<file path="config.mk">
export PLATFORM = sky130hd
export DESIGN_NAME = ananke_cb_sr_responder_flat
export DESIGN_NICKNAME = d
export VERILOG_FILES = /design/src/rtl/ananke_cb_sr_responder_pkg.sv /design/src/rtl/ananke_cb_sr_responder_if.sv /design/src/rtl/ananke_cb_sr_responder_regbank.sv /design/src/rtl/ananke_cb_sr_responder.sv /design/src/flat_wrapper.sv
export SDC_FILE = /design/constraint.sdc
export NUM_CORES = 1
export LEC_CHECK = 0
export ABC_CLOCK_PERIOD_IN_PS = 33500
export CAP_MARGIN = 20
export CELL_PAD_IN_SITES_DETAIL_PLACEMENT = 0
export CELL_PAD_IN_SITES_GLOBAL_PLACEMENT = 1
export CORE_UTILIZATION = 28
export DETAILED_ROUTE_END_ITERATION = 16
export GPL_TIMING_DRIVEN = 0
export PLACE_DENSITY = 0.58
export SYNTH_ARGS = -nofsm -noshare
export SYNTH_HDL_FRONTEND = slang
export SYNTH_HIERARCHICAL = 1
export SYNTH_SLANG_ARGS = --single-unit
export TNS_END_PERCENT = 5
</file>
<file path="constraint.sdc">
create_clock -name clk -period 33.5 [get_ports clk]
set_input_delay 3.35 -clock clk [delete_from_list [all_inputs] [get_ports clk]]
set_output_delay 3.35 -clock clk [all_outputs]
set_load 0.005 [all_outputs]
</file>
<file path="src/rtl/ananke_cb_sr_responder_pkg.sv">
// Shared types and constants for the cluster system-register responder.
// No logic here; the top module and the register bank import these definitions.
// The capture struct holds one request so the FSM never re-samples the core.
package ananke_sr_pkg;

  localparam int SR_DW = 64;

  localparam logic [6:0] SR_ADDR_CNT = 7'h7E;
  localparam logic [6:0] SR_ADDR_ID  = 7'h7F;

  typedef enum logic [1:0] {
    IDLE,
    WAIT,
    ACK,
    DRAIN
  } sr_state_t;

  typedef struct packed {
    logic             dest;
    logic [6:0]       addr;
    logic             write;
    logic [SR_DW-1:0] wdata;
  } sr_req_t;

endpackage

</file>
<file path="src/rtl/ananke_cb_sr_responder_if.sv">
// Core-to-cluster system-register side channel: request bundle plus ack/data return.
// The master is the core (requester), the slave is the cluster responder.
// Req is a level held by the master until it has seen the one-cycle ack.
interface ananke_cb_sr_responder_if #(
  parameter int NUM_REGS = 8
);
  import ananke_sr_pkg::*;

  logic                      cpu_srreq_i;
  logic                      cpu_srdest_i;
  logic [6:0]                cpu_sraddr_i;
  logic                      cpu_srwrite_i;
  logic [SR_DW-1:0]          cpu_srwdata_i;
  logic [3:0]                cb_coreid_i;
  logic                      cb_srack_o;
  logic [SR_DW-1:0]          cb_srrdata_o;
  logic [NUM_REGS*SR_DW-1:0] cb_srregs_o;
  logic [NUM_REGS-1:0]       cb_srwrpulse_o;

  modport master (
    output cpu_srreq_i, cpu_srdest_i, cpu_sraddr_i, cpu_srwrite_i, cpu_srwdata_i, cb_coreid_i,
    input  cb_srack_o, cb_srrdata_o, cb_srregs_o, cb_srwrpulse_o
  );

  modport slave (
    input  cpu_srreq_i, cpu_srdest_i, cpu_sraddr_i, cpu_srwrite_i, cpu_srwdata_i, cb_coreid_i,
    output cb_srack_o, cb_srrdata_o, cb_srregs_o, cb_srwrpulse_o
  );

endinterface

</file>
<file path="src/rtl/ananke_cb_sr_responder_regbank.sv">
// Bank of NUM_REGS writable 64-bit registers with a combinational read mux.
// Write lands on the clock edge after i_we; o_wrpulse is high in the cycle the new value appears.
// No backpressure: every write strobe is accepted.
module ananke_sr_regbank
  import ananke_sr_pkg::*;
#(
  parameter int               NUM_REGS  = 8,
  parameter logic [SR_DW-1:0] RESET_VAL = '0
) (
  input  logic                      clk,
  input  logic                      rst,
  input  logic                      i_we,
  input  logic [6:0]                i_waddr,
  input  logic [SR_DW-1:0]          i_wdata,
  input  logic [6:0]                i_raddr,
  output logic [SR_DW-1:0]          o_rdata,
  output logic [NUM_REGS*SR_DW-1:0] o_regs,
  output logic [NUM_REGS-1:0]       o_wrpulse
);

  logic [NUM_REGS*SR_DW-1:0] r_bank;
  logic [NUM_REGS-1:0]       r_wrpulse;

  // Commit the write and raise the matching pulse on the same edge; equal-value writes still pulse
  always_ff @(posedge clk or posedge rst) begin
    if (rst) begin
      r_bank    <= {NUM_REGS{RESET_VAL}};
      r_wrpulse <= '0;
    end else begin
      r_wrpulse <= '0;
      for (int n = 0; n < NUM_REGS; n++) begin
        if (i_we && (i_waddr == 7'(n))) begin
          r_bank[n*SR_DW +: SR_DW] <= i_wdata;
          r_wrpulse[n]             <= 1'b1;
        end
      end
    end
  end

  // Read mux; addresses outside the bank resolve to zero
  always_comb begin
    o_rdata = '0;
    for (int n = 0; n < NUM_REGS; n++) begin
      if (i_raddr == 7'(n)) o_rdata = r_bank[n*SR_DW +: SR_DW];
    end
  end

  assign o_regs    = r_bank;
  assign o_wrpulse = r_wrpulse;

endmodule

</file>
<file path="src/rtl/ananke_cb_sr_responder.sv">
// Cluster-side system-register responder: captures one core request, acks it, commits writes.
// Ack pulses ACK_LATENCY+1 cycles after req is first seen; read data valid only in the ack cycle.
// Requester holds req until ack; we wait for req to drop before accepting the next request.
module ananke_cb_sr_responder
  import ananke_sr_pkg::*;
#(
  parameter int               NUM_REGS    = 8,
  parameter int               ACK_LATENCY = 2,
  parameter logic [SR_DW-1:0] RESET_VAL   = '0
) (
  input logic                     clk,
  input logic                     warmreset,
  ananke_cb_sr_responder_if.slave sr
);

  sr_state_t        r_state;
  sr_req_t          r_req;
  logic [1:0]       r_lat;
  logic             r_ack;
  logic [SR_DW-1:0] r_rdata;
  logic [31:0]      r_sr_cnt;

  sr_req_t          w_cap;
  logic             w_in_bank;
  logic             w_bank_we;
  logic [SR_DW-1:0] w_bank_rdata;
  logic [SR_DW-1:0] w_rd_val;

  assign w_cap = '{dest:  sr.cpu_srdest_i,
                   addr:  sr.cpu_sraddr_i,
                   write: sr.cpu_srwrite_i,
                   wdata: sr.cpu_srwdata_i};

  assign w_in_bank = (r_req.addr < 7'(NUM_REGS));
  // Writes commit on the edge that ends the ack cycle; dest=1 space is write-ignored
  assign w_bank_we = (r_state == ACK) && r_req.write && !r_req.dest && w_in_bank;

  // Address decode of the captured request; writes and unimplemented space read as zero
  always_comb begin
    w_rd_val = '0;
    if (!r_req.dest && !r_req.write) begin
      if (w_in_bank)                       w_rd_val = w_bank_rdata;
      else if (r_req.addr == SR_ADDR_CNT)  w_rd_val = {32'h0, r_sr_cnt};
      else if (r_req.addr == SR_ADDR_ID)   w_rd_val = {60'h0, sr.cb_coreid_i};
    end
  end

  // Request FSM with registered ack/rdata; DRAIN blocks re-accept while the core still holds req
  always_ff @(posedge clk or posedge warmreset) begin
    if (warmreset) begin
      r_state <= IDLE;
      r_req   <= '0;
      r_lat   <= '0;
      r_ack   <= 1'b0;
      r_rdata <= '0;
    end else begin
      r_ack   <= 1'b0;
      r_rdata <= '0;
      case (r_state)
        IDLE: begin
          if (sr.cpu_srreq_i) begin
            r_req   <= w_cap;
            r_lat   <= 2'(ACK_LATENCY - 1);
            r_state <= WAIT;
          end
        end
        WAIT: begin
          if (r_lat == 2'd0) begin
            r_state <= ACK;
            r_ack   <= 1'b1;
            r_rdata <= w_rd_val;
          end else begin
            r_lat <= r_lat - 2'd1;
          end
        end
        ACK:     r_state <= DRAIN;
        DRAIN:   if (!sr.cpu_srreq_i) r_state <= IDLE;
        default: r_state <= IDLE;
      endcase
    end
  end

  // Saturating count of acked transactions, including unimplemented-space ones
  always_ff @(posedge clk or posedge warmreset) begin
    if (warmreset)                                        r_sr_cnt <= '0;
    else if ((r_state == ACK) && (r_sr_cnt != 32'hFFFF_FFFF)) r_sr_cnt <= r_sr_cnt + 32'd1;
  end

  ananke_sr_regbank #(
    .NUM_REGS  (NUM_REGS),
    .RESET_VAL (RESET_VAL)
  ) u_regbank (
    .clk       (clk),
    .rst       (warmreset),
    .i_we      (w_bank_we),
    .i_waddr   (r_req.addr),
    .i_wdata   (r_req.wdata),
    .i_raddr   (r_req.addr),
    .o_rdata   (w_bank_rdata),
    .o_regs    (sr.cb_srregs_o),
    .o_wrpulse (sr.cb_srwrpulse_o)
  );

  assign sr.cb_srack_o   = r_ack;
  assign sr.cb_srrdata_o = r_rdata;

endmodule
</file>
<file path="src/flat_wrapper.sv">
// flat-port wrapper written by rule: the top's interface ports become plain ports
module ananke_cb_sr_responder_flat import ananke_sr_pkg::*;
#(
  parameter int               NUM_REGS    = 8,
  parameter int               ACK_LATENCY = 2,
  parameter logic [SR_DW-1:0] RESET_VAL   = '0
)
  (clk, warmreset, sr_cpu_srreq_i, sr_cpu_srdest_i, sr_cpu_sraddr_i, sr_cpu_srwrite_i, sr_cpu_srwdata_i, sr_cb_coreid_i, sr_cb_srack_o, sr_cb_srrdata_o, sr_cb_srregs_o, sr_cb_srwrpulse_o);
  ananke_cb_sr_responder_if #(.NUM_REGS(NUM_REGS)) sr_i ();
  input logic clk;
  input logic warmreset;
  input wire logic [$bits(sr_i.cpu_srreq_i)-1:0] sr_cpu_srreq_i;
  input wire logic [$bits(sr_i.cpu_srdest_i)-1:0] sr_cpu_srdest_i;
  input wire logic [$bits(sr_i.cpu_sraddr_i)-1:0] sr_cpu_sraddr_i;
  input wire logic [$bits(sr_i.cpu_srwrite_i)-1:0] sr_cpu_srwrite_i;
  input wire logic [$bits(sr_i.cpu_srwdata_i)-1:0] sr_cpu_srwdata_i;
  input wire logic [$bits(sr_i.cb_coreid_i)-1:0] sr_cb_coreid_i;
  output wire logic [$bits(sr_i.cb_srack_o)-1:0] sr_cb_srack_o;
  output wire logic [$bits(sr_i.cb_srrdata_o)-1:0] sr_cb_srrdata_o;
  output wire logic [$bits(sr_i.cb_srregs_o)-1:0] sr_cb_srregs_o;
  output wire logic [$bits(sr_i.cb_srwrpulse_o)-1:0] sr_cb_srwrpulse_o;
  assign sr_i.cpu_srreq_i = sr_cpu_srreq_i;
  assign sr_i.cpu_srdest_i = sr_cpu_srdest_i;
  assign sr_i.cpu_sraddr_i = sr_cpu_sraddr_i;
  assign sr_i.cpu_srwrite_i = sr_cpu_srwrite_i;
  assign sr_i.cpu_srwdata_i = sr_cpu_srwdata_i;
  assign sr_i.cb_coreid_i = sr_cb_coreid_i;
  assign sr_cb_srack_o = sr_i.cb_srack_o;
  assign sr_cb_srrdata_o = sr_i.cb_srrdata_o;
  assign sr_cb_srregs_o = sr_i.cb_srregs_o;
  assign sr_cb_srwrpulse_o = sr_i.cb_srwrpulse_o;
  ananke_cb_sr_responder #(.NUM_REGS(NUM_REGS), .ACK_LATENCY(ACK_LATENCY), .RESET_VAL(RESET_VAL)) u_core (.clk(clk), .warmreset(warmreset), .sr(sr_i));
endmodule
</file>
After elaboration in Yosys (flattened, before gate mapping). Cells that the tools add are included.

Input bits: 80. Output and inout bits: 585. Bits in registers: 694. Word-level logic and storage cells: 90.

Eq/ne operators: 17. $lt $le $gt $ge: 1. Multiplexer cells: 30. Add/sub/neg operators: 2. Reduce and logical (&&, ||, !) cells: 22.

Operator list (number): two-way mux 64 bit (13); adder 32 x 1 -> 32 bit (second input constant) (1); != test 32 bit (second input constant) (1); == test 7 x 3 -> 1 bit (second input constant) (4); == test 7 x 2 -> 1 bit (second input constant) (2); == test 7 bit (second input constant) (2); logical AND 1 bit (13); two-way mux 1 bit (10); two-way mux 2 bit (4); case mux 2 bit (4 select lines) (1); == test 7 x 1 -> 1 bit (second input constant) (1); logical NOT 7 bit (1); less-than comparator 7 x 4 -> 1 bit (second input constant) (1); != test 2 bit (second input constant) (3); AND reduction 3 bit (2); == test 2 bit (second input constant) (2); logical NOT 2 bit (2); two-way mux 4 bit (1); case mux 2 bit (2 select lines) (1); == test 2 x 1 -> 1 bit (second input constant) (1); logical NOT 1 bit (2); != test 2 x 1 -> 1 bit (second input constant) (1); AND reduction 2 bit (1); nonzero test 2 bit (1); subtractor 2 x 1 -> 2 bit (second input constant) (1).

Depth between registers and ports, before layout. Gate-level depths: netlist of the first run.

Word-level depth: 13. Depth in mapped cells: 9. Mapped depth without buffers: 8.

Modules after synthesis. The synthesis of the first run kept the hierarchy.

By module, submodules not included: ananke_sr_regbank (area each 24086.9 sq um, sequential area each 13012.5 sq um, cells each 1559, times used 1); ananke_cb_sr_responder (area each 6846.6 sq um, sequential area each 4354.2 sq um, cells each 506, times used 1).

Worst setup path before layout of the first run. No wires, ideal clock.

Path type: input -> register. From: input sr_cpu_srreq_i. To: register u_core/r_req[0] (netlist bit). Data required time: 33.375 ns. Stages on the path: 3. Data arrival time: 4.263 ns. Slack: 29.112 ns. Cell sequence: nand2_1 -> clkbuf_1 -> mux2_2.

Cells in the longest elaborated chain, start to end: 1.

Ends and longest elaborated chain: start, declared (RTL line flat_wrapper.sv:12) `input wire logic [$bits(sr_i.cpu_srreq_i)-1:0] sr_cpu_srreq_i;`; AND reduction 2 bit (no line); end signal, assigned (RTL line ananke_cb_sr_responder.sv:62) `r_req <= w_cap;`; end, declared (RTL line ananke_cb_sr_responder.sv:17) `sr_req_t r_req;`.

Every way passes these cells. A chain may end at the register's enable or synchronous reset.

Worst setup path in the final report of the first run.
From: input sr_cpu_srreq_i. To: register u_core/r_req[55] (netlist bit).

Same word-level chain as after synthesis.

==> results_dict.tcl, run 1 <==
set metrics [dict create \
    grt_pass1_vias 23200 \
    synth_area_um2 30900 \
    timing.critical_path.buf_inv 3 \
    drt-total-wl_um 133000 \
    crit_chain "clkdlybuf4s50_1 > nand2_1 > buf_16 > clkbuf_1 > mux2_2" \
    antenna_found_initial 11 \
    ys_ff_latch 694 \
    min_period_over_period 0.156 \
    worstSkewPairLatency_ns 0.66 \
    ios 665 \
    path_delay_family "buffers and inverters" \
    worst_pin_slew_ns 1.16 \
    path_class "primary input to register" \
    ctsResizeCount 0 \
    slew_violations 0 \
    placementRows 121 \
    dr.pass1.iters 5 \
    clk_pin_slew_ns 0.06 \
    fin_tns_setup_ns 0 \
    die_w_um 334 \
    synth.top_cell.area_share 0.561 \
    synth_largest_area_cell "dfrtp_1" \
    worstSetupStartpointType "primary input" \
    reg2reg_setup_slack_ns 29.87 \
    grt-ovfl-total 0 \
    netlist_top_cells_area "dfrtp_1, mux2_2, mux2_4" \
    start_util 0.283 \
    fin_skew_ns 0.0274 \
    drt_iter0_markers 1152 \
    gp_congestion 0.819 \
    synth_cells 2065 \
    slowest_delay_ns 0.84 \
    drtAntennaViolNets 0 \
    cts_tree "yes" \
    crit_path_end_kind "register" \
    syn-num-nets 2152 \
    cts_hold_buf 0 \
    critPathSlowestCell "clkbuf_1" \
    min-delay-path-class "register to register" \
    period_minus_slack_ns 5.21 \
    n_fill_cell 10300 \
    total_power_mw 2.61 \
    area_growth_syn_to_layout_pct 38.1 \
    required_ns 34.03 \
    drive_above_1_share 0.329 \
    numCtsBuffers 84 \
    rsz0062_at_grt "no" \
    grt_pass1_wl_um 186000 \
    ys.flop_type "dfrtp_1" \
    max_slew_margin 0.225 \
    dp_hpwl_um 97500 \
    drc 0 \
    coreArea_um2 109000 \
    regArea_um2 17400 \
    synthArstFlopShare 1.00 \
    place_ws_ns 27.63 \
    via_per_inst 4.91 \
    ys_types 48 \
    clockBufferDepth 3 \
    wl_per_cell_um 30.3 \
    io_buffers 664 \
    finalWorstSetupSlack_ns 28.29 \
    die_y_um 334 \
    seq_area_frac_synth 0.561 \
    post_cts_buffers 0 \
    htree_levels 3 \
    final_nets 2917 \
    cap_violations 0 \
    grtUsageTotal 0.235 \
    cts_num_sinks 694 \
    synth.avg_cell_area_um2 15.0 \
    setup_viol_count_final 0 \
    grt_max_degree 118 \
    outcome "completed" \
    root_buffer "clkbuf_16" \
    yosysWarningCount 6 \
    dr_total_vias 21500 \
    p_per_area_nw_per_um2 61.2 \
    fmax_mhz 192 \
    leakagePower_nw 19.2 \
    hold_viol 0 \
    multi_input_area_um2 12700 \
    ir_drop_v 0.0000346 \
    worstPathMaxFanout 10 \
    cp_data_arrival_time_ns 5.74 \
    synth_edf_count 0 \
    dieArea_um2 112000 \
]
[layer usage]
metal | GRT usage | up-vias | routed length [um]
li1 | - | 9106 | -
met1 | 0.301 | 11600 | 55900
met2 | 0.395 | 649 | 65600
met3 | 0.0511 | 163 | 7520
met4 | 0.0712 | 4 | 3570
met5 | 0 | - | 28
[through the flow]
step	instance area [um^2]	cells	hold slack [ns]	util
final	42700	4380	0.504	0.391
after global routing	42700	4378	0.515	0.391
after CTS	42700	4373	0.504	0.391
after detailed placement	39700	4220	0.496	0.364
after global placement	39400	4205	0.485	0.361
after floorplan	30900	2065	0.460	-
[layout make-up]
class / count / share of cell area
Timing Repair Buffer: 679 / 0.163
Clock buffer: 129 / 0.0611
Inverter: 19 / 0.00202
Sequential cell: 694 / 0.407
Buffer: 137 / 0.0190
Antenna cell: 7 / 0.000410
Multi-Input combinational cell: 1215 / 0.297
Clock inverter: 24 / 0.00797
Tap cell: 1476 / 0.0432
[cells in the final DEF, fill, tap and decap left out, types with 8 or more instances in the layout]
master | netlist | routed
nand2_1 | 108 | 108
and3_1 | 13 | 13
mux4_2 | 98 | 98
mux2_4 | 158 | 158
clkbuf_8 | 0 | 23
a21oi_1 | 62 | 62
mux2_2 | 449 | 449
o22ai_1 | 18 | 18
a22oi_1 | 43 | 43
inv_1 | 18 | 16
clkinv_2 | 0 | 10
buf_4 | 28 | 30
nor2_1 | 60 | 60
dfrtp_1 | 694 | 694
buf_6 | 19 | 20
xnor2_1 | 30 | 30
mux2i_1 | 21 | 21
clkbuf_1 | 43 | 60
buf_2 | 39 | 39
and2_1 | 36 | 36
clkbuf_16 | 0 | 89
bufinv_16 | 0 | 8
clkdlybuf4s50_1 | 0 | 664
nand3_1 | 20 | 20
nand4_1 | 19 | 19
[flip-flops by register name (all words and copies together), names as in the netlist]
name,count
u_core/r_lat,2
u_core/r_req,73
u_core/r_sr_cnt,32
u_core/r_state,2
u_core/sr.cb_srack_o,1
u_core/sr.cb_srrdata_o,64
u_core/u_regbank/o_regs,512
u_core/u_regbank/o_wrpulse,8
[Yosys cell counts (2+ instances only)]
library cell	instances
a211oi_1	4
a21oi_1	62
a22o_1	3
a22oi_1	43
a31oi_1	6
and2_1	36
and3_1	13
and4_1	4
buf_1	7
buf_2	39
buf_4	28
buf_6	19
clkbuf_1	43
dfrtp_1	694
ha_1	7
inv_1	18
mux2_2	449
mux2_4	158
mux2i_1	21
mux4_2	98
nand2_1	108
nand2b_1	5
nand3_1	20
nand3b_1	3
nand4_1	19
nor2_1	60
nor2b_1	5
nor3_1	3
nor4_2	3
nor4_4	2
o21a_1	4
o21ai_0	6
o22a_1	7
o22ai_1	18
o32ai_1	5
or2_1	3
or4_1	2
xnor2_1	30
[kinds of logic after synthesis]
family / after synthesis / share of synthesized area
AO/OA/AOI/OAI: 163 / 0.0343
XOR/XNOR: 31 / 0.00878
adder cells (fa/ha/maj): 7 / 0.00283
buffers and inverters: 156 / 0.0286
flip-flops: 694 / 0.561
multiplexers: 726 / 0.318
AND/OR/NAND/NOR: 288 / 0.0458
[final timing paths]
check / startpoint / to / depth (start not counted)
worst max-delay path: sr_cpu_srreq_i / u_core/r_req[55] / 5
worst min-delay path: u_core/r_sr_cnt[31] / u_core/r_sr_cnt[31] / 1
worst max register to register: u_core/r_req[67] / u_core/sr.cb_srrdata_o[0] / 9
worst min register to register: u_core/r_sr_cnt[31] / u_core/r_sr_cnt[31] / 1
max in group asynchronous: warmreset / u_core/u_regbank/o_regs[4] / 4
min in group asynchronous: warmreset / u_core/r_req[36] / 2
[power breakdown]
part / internal [mW] / leakage [nW] / switching, mW
clock network: 0.596 / 1.45 / 0.373
registers: 0.904 / 9.52 / 0.134
logic: 0.226 / 8.26 / 0.378
total: 1.73 / 19.2 / 0.884
No activity file was read; power rests on OpenSTA's default activity.
==> run 2, diff against run 1 <==
ABC_CLOCK_PERIOD_IN_PS = 4300   (was 33500)
PLACE_DENSITY = 0.6   (was 0.58)
clock period = 4.3 ns   (was 33.5 ns; I/O delays follow)
==> run 2 against run 1 <==
  * First-iteration DRC count shrank 14%
  * Total power grew to 7.5 times the previous value
  * Critical path depth grew 3
  * Clock power grew to 7.1 times the previous value
  * Die area is the same
  * Routed wire length shrank 0.45%
  * Register-to-register slack lost 29 ns
  * Clock-buffer cell count shrank 15
  * Worst hold slack lost 0.12 ns
  * Global-route usage is essentially flat
  * Largest power group unchanged
  * Core utilization shrank 0.13 points
==> results_dict.tcl, run 2 (same netlist as run 1, synthesis figures left out) <==
set metrics [dict create \
    outcome "completed" \
    cts_tree "yes" \
    crit_path_frequent_cell "clkbuf_1" \
    required_ns 4.89 \
    dr.pass1.iters 5 \
    stdcell_count 4376 \
    grt_max_degree 95 \
    drt_iter0_markers 992 \
    crit_chain "clkbuf_1 > or2_2 > clkbuf_1 > o22ai_1 > o22a_1 > o32ai_1 > a22oi_1 > nor2_1" \
    min_period_over_period 0.809 \
    grtUsageTotal 0.235 \
    final_nets 2926 \
    fmax_mhz 288 \
    htree_levels 3 \
    root_buffer "clkbuf_16" \
    cap_violations 0 \
    drtAntennaViolNets 0 \
    cp_data_arrival_time_ns 4.07 \
    leakagePower_nw 19.2 \
    clockBufferDepth 3 \
    worstSetupStartpointType "register" \
    wl_per_cell_um 30.2 \
    fin_skew_ns 0.0205 \
    dpl-instance-area_um2 39900 \
    dr_total_vias 21400 \
    start_util 0.283 \
    antenna_found_initial 12 \
    area_growth_syn_to_layout_pct 37.6 \
    timing.critical_path.buf_inv 2 \
    critPathSlowestCell "o32ai_1" \
    largest_reg_flops 512 \
    setup_viol_count_final 0 \
    total_power_mw 19.7 \
    slew_violations 0 \
    numCtsBuffers 82 \
    p_per_area_nw_per_um2 463 \
    post_cts_buffers 0 \
    grt-ovfl-total 0 \
    power_frac_comb 0.239 \
    path_class "register to register" \
    cts_hold_buf 0 \
    max_slew_margin 0.219 \
    dp_hpwl_um 97300 \
    ios 665 \
    p_int_mw 12.8 \
    drive_above_1_share 0.330 \
    grt_pass1_vias 23100 \
    post-route-util 0.390 \
    drt-total-wl_um 132000 \
    period_minus_slack_ns 3.48 \
    cts_num_sinks 694 \
    layout_commonest_cell "dfrtp_1" \
    p_sw_mw 6.85 \
    dpl.cell_count 4231 \
    gp_congestion 0.817 \
    final_area_um2 42600 \
    power_frac_seq 0.410 \
    via_per_inst 4.89 \
    worstSkewPairLatency_ns 0.66 \
    die_w_um 334 \
    crit_path_end_kind "register" \
    most-common-layout-cells "dfrtp_1, clkdlybuf4s50_1, mux2_2" \
    drc 0 \
    hold_slack_ns 0.385 \
    die_y_um 334 \
    grt_pass1_wl_um 185000 \
    ir_drop_v 0.000283 \
    clk_pin_slew_ns 0.07 \
    io_buffers 664 \
    worst_pin_slew_ns 1.17 \
    placementRows 121 \
    worstPathMaxFanout 8 \
    rsz0062_at_grt "no" \
    pwr-share-clk 0.350 \
    min-delay-path-class "primary input to register" \
    path_delay_family "compound AO/OA/AOI/OAI gates" \
    ctsResizeCount 0 \
    hold_viol 0 \
    switching_share 0.348 \
    dieArea_um2 112000 \
    slowest_delay_ns 0.74 \
    coreArea_um2 109000 \
]
run 2: cell count changes in the layout (fill, tap and decap cells not counted), sizes merged:
cell	delta
buf	+11
bufinv	-6
clkbuf	-15
clkinvlp	+3
diode	-2
inv	+5
run 2: path summary, 6_finish.rpt:
path                                       from  slack [ns]  depth (start not counted)                    endpoint
setup / recovery               u_core/r_req[67]        0.82                          8  u_core/sr.cb_srrdata_o[11]
hold / removal             sr_cpu_srwdata_i[47]        0.38                          2            u_core/r_req[47]
setup reg to reg               u_core/r_req[67]        0.82                          8  u_core/sr.cb_srrdata_o[11]
hold reg to reg             u_core/r_sr_cnt[31]        0.50                          1         u_core/r_sr_cnt[31]
max in group asynchronous             warmreset        1.67                          8  u_core/u_regbank/o_regs[7]
min in group asynchronous             warmreset        0.39                          2  u_core/sr.cb_srrdata_o[41]
run 2: layout make-up:
type | count | area (um^2)
Inverter | 19 | 82.6
Sequential cell | 694 | 17400
Clock buffer | 114 | 2390
Clock inverter | 26 | 243
Multi-Input combinational cell | 1215 | 12700
Timing Repair Buffer | 690 | 7120
Tap cell | 1476 | 1850
Buffer | 137 | 812
Antenna cell | 5 | 12.5
Fill cell | 10300 | 66600
run 2: power groups by stage:
| stage | Clock (mW) | Sequential [mW] | Combinational [mW] |
|---|---|---|---|
| after global placement | 0 | 8.12 | 4.64 |
| after detailed placement | 0 | 8.19 | 4.83 |
| final | 6.90 | 8.08 | 4.71 |
| after floorplan | 0 | 7.79 | 2.53 |
| after global routing | 7.37 | 8.22 | 5.02 |
| after CTS | 7.10 | 8.08 | 4.85 |
run 2: layer usage:
metal	track usage	vias up	share of wire
li1	-	9098	-
met1	0.300	11500	0.42
met2	0.394	647	0.49
met3	0.0523	155	0.058
met4	0.0722	0	0.026
met5	0	-	0
run 2: through the flow:
step / setup TNS [ns] / setup slack (ns)
final: 0 / 0.822
after global routing: 0 / 0.644
after CTS: 0 / 0.727
after detailed placement: 0 / 0.742
after global placement: -4278.58 / -6.64
after floorplan: -1808.35 / -3.19
